==> config.mk <==
export PLATFORM = sky130hd
export DESIGN_NAME = cc_frame_sequencer
export DESIGN_NICKNAME = d
export VERILOG_FILES = /design/src/rtl/cc_frame_sequencer.sv
export SDC_FILE = /design/constraint.sdc
export NUM_CORES = 1
export LEC_CHECK = 0
export CORE_MARGIN = 2
export CORE_UTILIZATION = 45
export CTS_CLUSTER_DIAMETER = 120
export DETAILED_ROUTE_END_ITERATION = 8
export DONT_BUFFER_PORTS = 1
export SKIP_LAST_GASP = 1
export SYNTH_ARGS = -nofsm -noshare
export SYNTH_HDL_FRONTEND = slang
export SYNTH_SLANG_ARGS = --single-unit
==> constraint.sdc <==
create_clock -name clk -period 1.7 [get_ports clk]
set_clock_uncertainty 0.05 [all_clocks]
set_input_delay 0.34 -clock clk [delete_from_list [all_inputs] [get_ports clk]]
set_output_delay 0.34 -clock clk [all_outputs]
set_load 0.03 [all_outputs]
==> src/rtl/cc_frame_sequencer.sv <==
// Frame sequencer around the combinational code calculator: loads opt plus five operands from a
// nibble stream, holds them stable for the calculator, and returns the captured result.
module cc_frame_sequencer #(
    parameter int unsigned CALC_WAIT = 1,
    parameter int unsigned TIMEOUT   = 16
) (
    input  logic       clk,
    input  logic       rst_n,
    input  logic       in_valid,
    input  logic [3:0] in_data,
    output logic       in_ready,
    output logic [2:0] cc_opt,
    output logic [3:0] cc_n0,
    output logic [3:0] cc_n1,
    output logic [3:0] cc_n2,
    output logic [3:0] cc_n3,
    output logic [3:0] cc_n4,
    input  logic [9:0] cc_out,
    output logic [9:0] out_n,
    output logic       out_valid,
    input  logic       out_ready,
    output logic       frame_err
);

    localparam int unsigned IW = (TIMEOUT > 0) ? (($clog2(TIMEOUT + 1) > 0) ? $clog2(TIMEOUT + 1) : 1) : 1;

    typedef enum logic [1:0] {StIdle, StLoad, StCalc, StDone} state_e;

    state_e          r_state;
    logic            r_in_ready;
    logic [2:0]      r_opt;
    logic [3:0]      r_n [0:4];
    logic [9:0]      r_out;
    logic            r_out_valid;
    logic            r_frame_err;
    logic [2:0]      r_idx;
    logic [3:0]      r_wait;
    logic [IW-1:0]   r_idle;
    logic            w_accept;

    assign w_accept = in_valid && r_in_ready;

    always_ff @(posedge clk or negedge rst_n) begin
        if (!rst_n) begin
            r_state     <= StIdle;
            r_in_ready  <= 1'b1;
            r_opt       <= 3'd0;
            for (int i = 0; i < 5; i++) begin
                r_n[i] <= 4'd0;
            end
            r_out       <= 10'd0;
            r_out_valid <= 1'b0;
            r_frame_err <= 1'b0;
            r_idx       <= 3'd0;
            r_wait      <= 4'd0;
            r_idle      <= '0;
        end else begin
            r_frame_err <= 1'b0;
            unique case (r_state)
                StIdle: begin
                    if (w_accept) begin
                        r_opt   <= in_data[2:0];
                        r_idx   <= 3'd0;
                        r_idle  <= '0;
                        r_state <= StLoad;
                    end
                end
                StLoad: begin
                    // An accept always wins over a timeout landing on the same edge.
                    if (w_accept) begin
                        r_n[r_idx] <= in_data;
                        r_idle     <= '0;
                        if (r_idx == 3'd4) begin
                            r_wait     <= 4'd0;
                            r_in_ready <= 1'b0;
                            r_state    <= StCalc;
                        end else begin
                            r_idx <= r_idx + 3'd1;
                        end
                    end else if (TIMEOUT != 0) begin
                        if (r_idle == IW'(TIMEOUT - 1)) begin
                            r_idle      <= '0;
                            r_frame_err <= 1'b1;
                            r_state     <= StIdle;
                        end else begin
                            r_idle <= r_idle + 1'b1;
                        end
                    end
                end
                StCalc: begin
                    if (r_wait == 4'(CALC_WAIT - 1)) begin
                        r_out       <= cc_out;
                        r_out_valid <= 1'b1;
                        r_state     <= StDone;
                    end else begin
                        r_wait <= r_wait + 4'd1;
                    end
                end
                StDone: begin
                    if (out_ready) begin
                        r_out_valid <= 1'b0;
                        r_in_ready  <= 1'b1;
                        r_state     <= StIdle;
                    end
                end
                default: begin
                    r_state <= StIdle;
                end
            endcase
        end
    end

    assign in_ready  = r_in_ready;
    assign cc_opt    = r_opt;
    assign cc_n0     = r_n[0];
    assign cc_n1     = r_n[1];
    assign cc_n2     = r_n[2];
    assign cc_n3     = r_n[3];
    assign cc_n4     = r_n[4];
    assign out_n     = r_out;
    assign out_valid = r_out_valid;
    assign frame_err = r_frame_err;

endmodule

# == After elaboration in Yosys (flattened, before gate mapping) ==
# Cells that the tools add are included.
# totals
regBits,50
latch_bits,0
ramBits,0
romBits,0
in_bits,18
out_inout_bits,36
wordCells,83
n_memories,0
# classes
n_addsub,3
mul,0
div,0
order_cmp,2
n_eq_ne,14
shift,0
muxes,32
bitwise_logic,1
reduce_logical,17
# op_table
cell,n
$bwmux W20,1
$mux W4,4
$mux W5,3
$ne A2 B2 Y1 const B,7
$demux W4 S3,1
$mux W2,6
$reduce_and A4 Y1,3
$pmux W5 S2,1
$mux W3,3
$mux W1,8
$pmux W2 S4,1
$pmux W4 S2,1
$reduce_and A2 Y1,4
$reduce_bool A2 Y1,4
$ne A3 B3 Y1 const B,2
$pmux W3 S2,1
$add A5 B1 Y5 const B,1
$eq A5 B4 Y1 const B,1
$reduce_and A5 Y1,1
$add A4 B1 Y4 const B,1
$eq A2 B2 Y1 const B,2
$ge A4 B4 Y1 const B,1
$logic_not A4 Y1,1
$lt A4 B1 Y1 const B,1
8 further kinds,10

# == Longest topological paths before layout ==
# depth
word_depth,6
ltp_mapped,6

# == Worst setup path before layout ==
# No wires, ideal clock.
# synth_timing
kind,register -> register
start,register r_in_ready (netlist: in_ready)
end,"register r_n, in the netlist cc_n2[0]"
arrival_ps,1831
t_required_ps,1525
setup_slack_ps,-306
stages_incl_launch_ff,5
cell_sequence,dfstp_2 buf_2 nand4b_4 nor4_1 mux2_2
# synth_between
elab_chain_len,2
# synth_lines
item,line,text
"start, declared",30,logic r_in_ready;
"start signal, assigned",46,r_in_ready <= 1'b1;
"start signal, assigned",75,r_in_ready <= 1'b0;
"start signal, assigned",102,r_in_ready <= 1'b1;
$logic_and A1 B1 Y1,41,assign w_accept = in_valid && r_in_ready;
$reduce_and A2 Y1 (no source line),--,
"end signal, assigned by index",71,r_n[r_idx] <= in_data;
"end, declared",32,logic [3:0] r_n [0:4];
# No other way between the ends.
# A chain may end at the register's enable or synchronous reset.

# == Worst setup path in the final report ==
# layout_timing
start,register r_in_ready (netlist: in_ready)
end,"register r_n, in the netlist cc_n1[3]"
# The elaborated chain is that of the path after synthesis.

==> flow_summary.json <==
{
  "grt_max_degree": 51,
  "cp_max_fo": 5,
  "hold_viol_final": 0,
  "vias": 1416,
  "die_w_um": 73.8,
  "ant_nets": 0,
  "rows": 25,
  "synthArstFlopShare": 1.00,
  "synthFlopType": "dfrtp_1",
  "synth_seq_cells": 50,
  "synth_cell_types": 35,
  "whs_ns": 0.132,
  "startpoint_type": "flip-flop",
  "chipHeight_um": 73.8,
  "synth_top_cell_by_area": "dfrtp_1",
  "status": "completed",
  "max_freq_mhz": 592,
  "yosys-top-cells-count": "49 x dfrtp_1, 33 x mux2_2, 11 x o21ai_0, 10 x nand2_1, 9 x a21oi_1",
  "seq_area_frac_synth": 0.572,
  "grt_first_pass_wirelength_um": 7340,
  "route.detailed.drc": 0,
  "fin_crit_ns": 1.69,
  "synth.most_common_cell": "dfrtp_1",
  "root_buffer": "clkbuf_8",
  "nets": 215,
  "syn-mean-instance-area_sq_um": 12.5,
  "cts_made_buffers": 5,
  "routed_wl_um": 4420,
  "p_per_area_mw_per_mm2": 820,
  "syn_area_sq_mm": 0.00219,
  "overflow": 0,
  "cp.required_ns": 1.83,
  "relSlewSlack": 0.780,
  "hp-class": "in -> reg",
  "cts.sinks": 50,
  "grt_antenna_before_repair": 0,
  "htree_num_levels": 2,
  "pre_cts_slack_ns": 0.0261,
  "cts_max_path_buffers": 2,
  "clkLatencyLatePin_ns": 0.30,
  "drtIter0Drc": 60,
  "tightest_slew_ns": 0.329,
  "core_sq_mm": 0.00469,
  "synth_area_leaders": "dfrtp_1 56%, mux2_2 17%, ha_1 2.9%",
  "routabilityCongestion": 0.807,
  "setup_viol": 0,
  "firstDrtPassIters": 4,
  "synth-edff-count": 0,
  "track_usage": 0.180,
  "end_kind": "flip-flop",
  "hpwlAfterDp_um": 3230,
  "num_antenna_cells": 0,
  "drv_slew": 0,
  "synth_top_area_share": 0.560,
  "syn_nets": 198,
  "first_global_vias": 1497,
  "via_per_inst": 5.73,
  "worstSetupPathType": "reg -> reg",
  "fin_ws_ns": 0.0101,
  "io_pins": 54,
  "synthCells": 175,
  "period_share": 0.994,
  "critPathArrivalTime_ns": 1.82,
  "cap_violations": 0,
  "dieArea_sq_mm": 0.00544,
  "port_buffers": 0,
  "syn2layout_area_growth_pct": 16.1,
  "ys_warn_count": 0,
  "cts_tree": "done",
  "drive_above_1_share": 0.332,
  "wl_per_cell_um": 17.9,
  "rsz0062_at_grt": "yes",
  "start_util": 0.467,
  "clk_pin_slew_ns": 0.09,
  "ir_drop_mv": 0.464,
  "p_leak_nw": 1.17
}
-- metrics by stage --
step | setup TNS [ns] | cells | cell area, sq um | power (mW) | utilization
2_1_floorplan | -2.87 | 175 | 2220 | 1.27 | -
3_3_place_gp | 0 | 237 | 2370 | 1.27 | 0.506
6_report | 0 | 247 | 2540 | 2.08 | 0.542
5_1_grt | -0.466 | 247 | 2540 | 2.16 | 0.542
3_5_place_dp | 0 | 237 | 2370 | 1.27 | 0.506
4_1_cts | 0 | 247 | 2520 | 2.11 | 0.537
-- cell usage in the layout (no fill, tap or decap), drive strengths merged, types with 2 or more instances in the layout --
cell	netlist	layout
or4	2	2
o22ai	2	2
mux2	33	33
o21ai	11	11
nand4b	2	2
ha	5	5
nand2	10	10
buf	2	17
nand4	2	2
dfrtp	49	49
o2bb2ai	2	2
nor2b	3	3
nand3	6	6
inv	7	7
nor3b	2	2
a21oi	9	9
nor2	4	4
or3	2	2
mux2i	2	2
nor4	2	2
clkbuf	6	6
-- routing by layer --
| metal | vias up | track usage | share of wire |
|---|---|---|---|
| met1 | 708 | 0.208 | 0.39 |
| met2 | 36 | 0.312 | 0.53 |
| met5 | - | 0 | 0 |
| li1 | 664 | - | - |
| met4 | 0 | 0.0667 | 0.015 |
| met3 | 8 | 0.0549 | 0.064 |
-- cell families after synthesis --
group | count (synthesis) | synth area share
flip-flops | 50 | 0.572
AND/OR/NAND/NOR | 40 | 0.113
multiplexers | 35 | 0.179
AO/OA/AOI/OAI | 30 | 0.0800
adder cells (fa/ha/maj) | 5 | 0.0286
buffers and inverters | 15 | 0.0274
-- power breakdown --
part | internal (mW) | switching, mW | total (mW)
registers | 1.20 | 0.0328 | 1.23
logic | 0.0172 | 0.0260 | 0.0432
clock network | 0.439 | 0.369 | 0.808
-- state kept, by name, indices dropped and copies added, names as in the netlist, named ones only --
name,flops
r_state,1
in_ready,1
cc_n1,4
cc_n3,4
out_n,10
frame_err,1
r_wait,4
r_idle,5
cc_n4,4
r_idx,3
cc_n0,4
cc_opt,3
out_valid,1
cc_n2,4
-- final cells by class --
type	instances	area [sq um]
Fill cell	415	2150
Sequential cell	50	1250
Multi-Input combinational cell	110	915
Timing Repair Buffer	18	170
Clock buffer	6	72.6
Tap cell	54	67.6
Clock inverter	2	37.5
Inverter	7	26.3
-- path summary, 6_finish.rpt --
kind | start | to | slack, ns | cells past startpoint
worst max-delay path | in_ready | cc_n1[3] | 0.01 | 3
worst min-delay path | in_data[0] | cc_n1[0] | 0.13 | 1
worst max register to register | in_ready | cc_n1[3] | 0.01 | 3
worst min register to register | r_idle[4] | r_idle[4] | 0.45 | 1
max in group asynchronous | rst_n | in_ready | 0.82 | 2
min in group asynchronous | rst_n | r_wait[0] | 0.50 | 2
-- repair_timing --
action / 4_1_cts / 5_1_grt
hold buffers: 2 / 0
hold endpoints to repair: 50 / 0
setup endpoints to repair: 0 / 30
setup buffers: 0 / 0
resized for setup: 0 / 3
-- worst max-delay path, cell delays in order, from the launching register on --
cell      delay [ns]
dfstp_2         0.56
nand4b_4        0.14
or4_1           0.52
mux2_2          0.31
(Power assumes the default switching activity.)
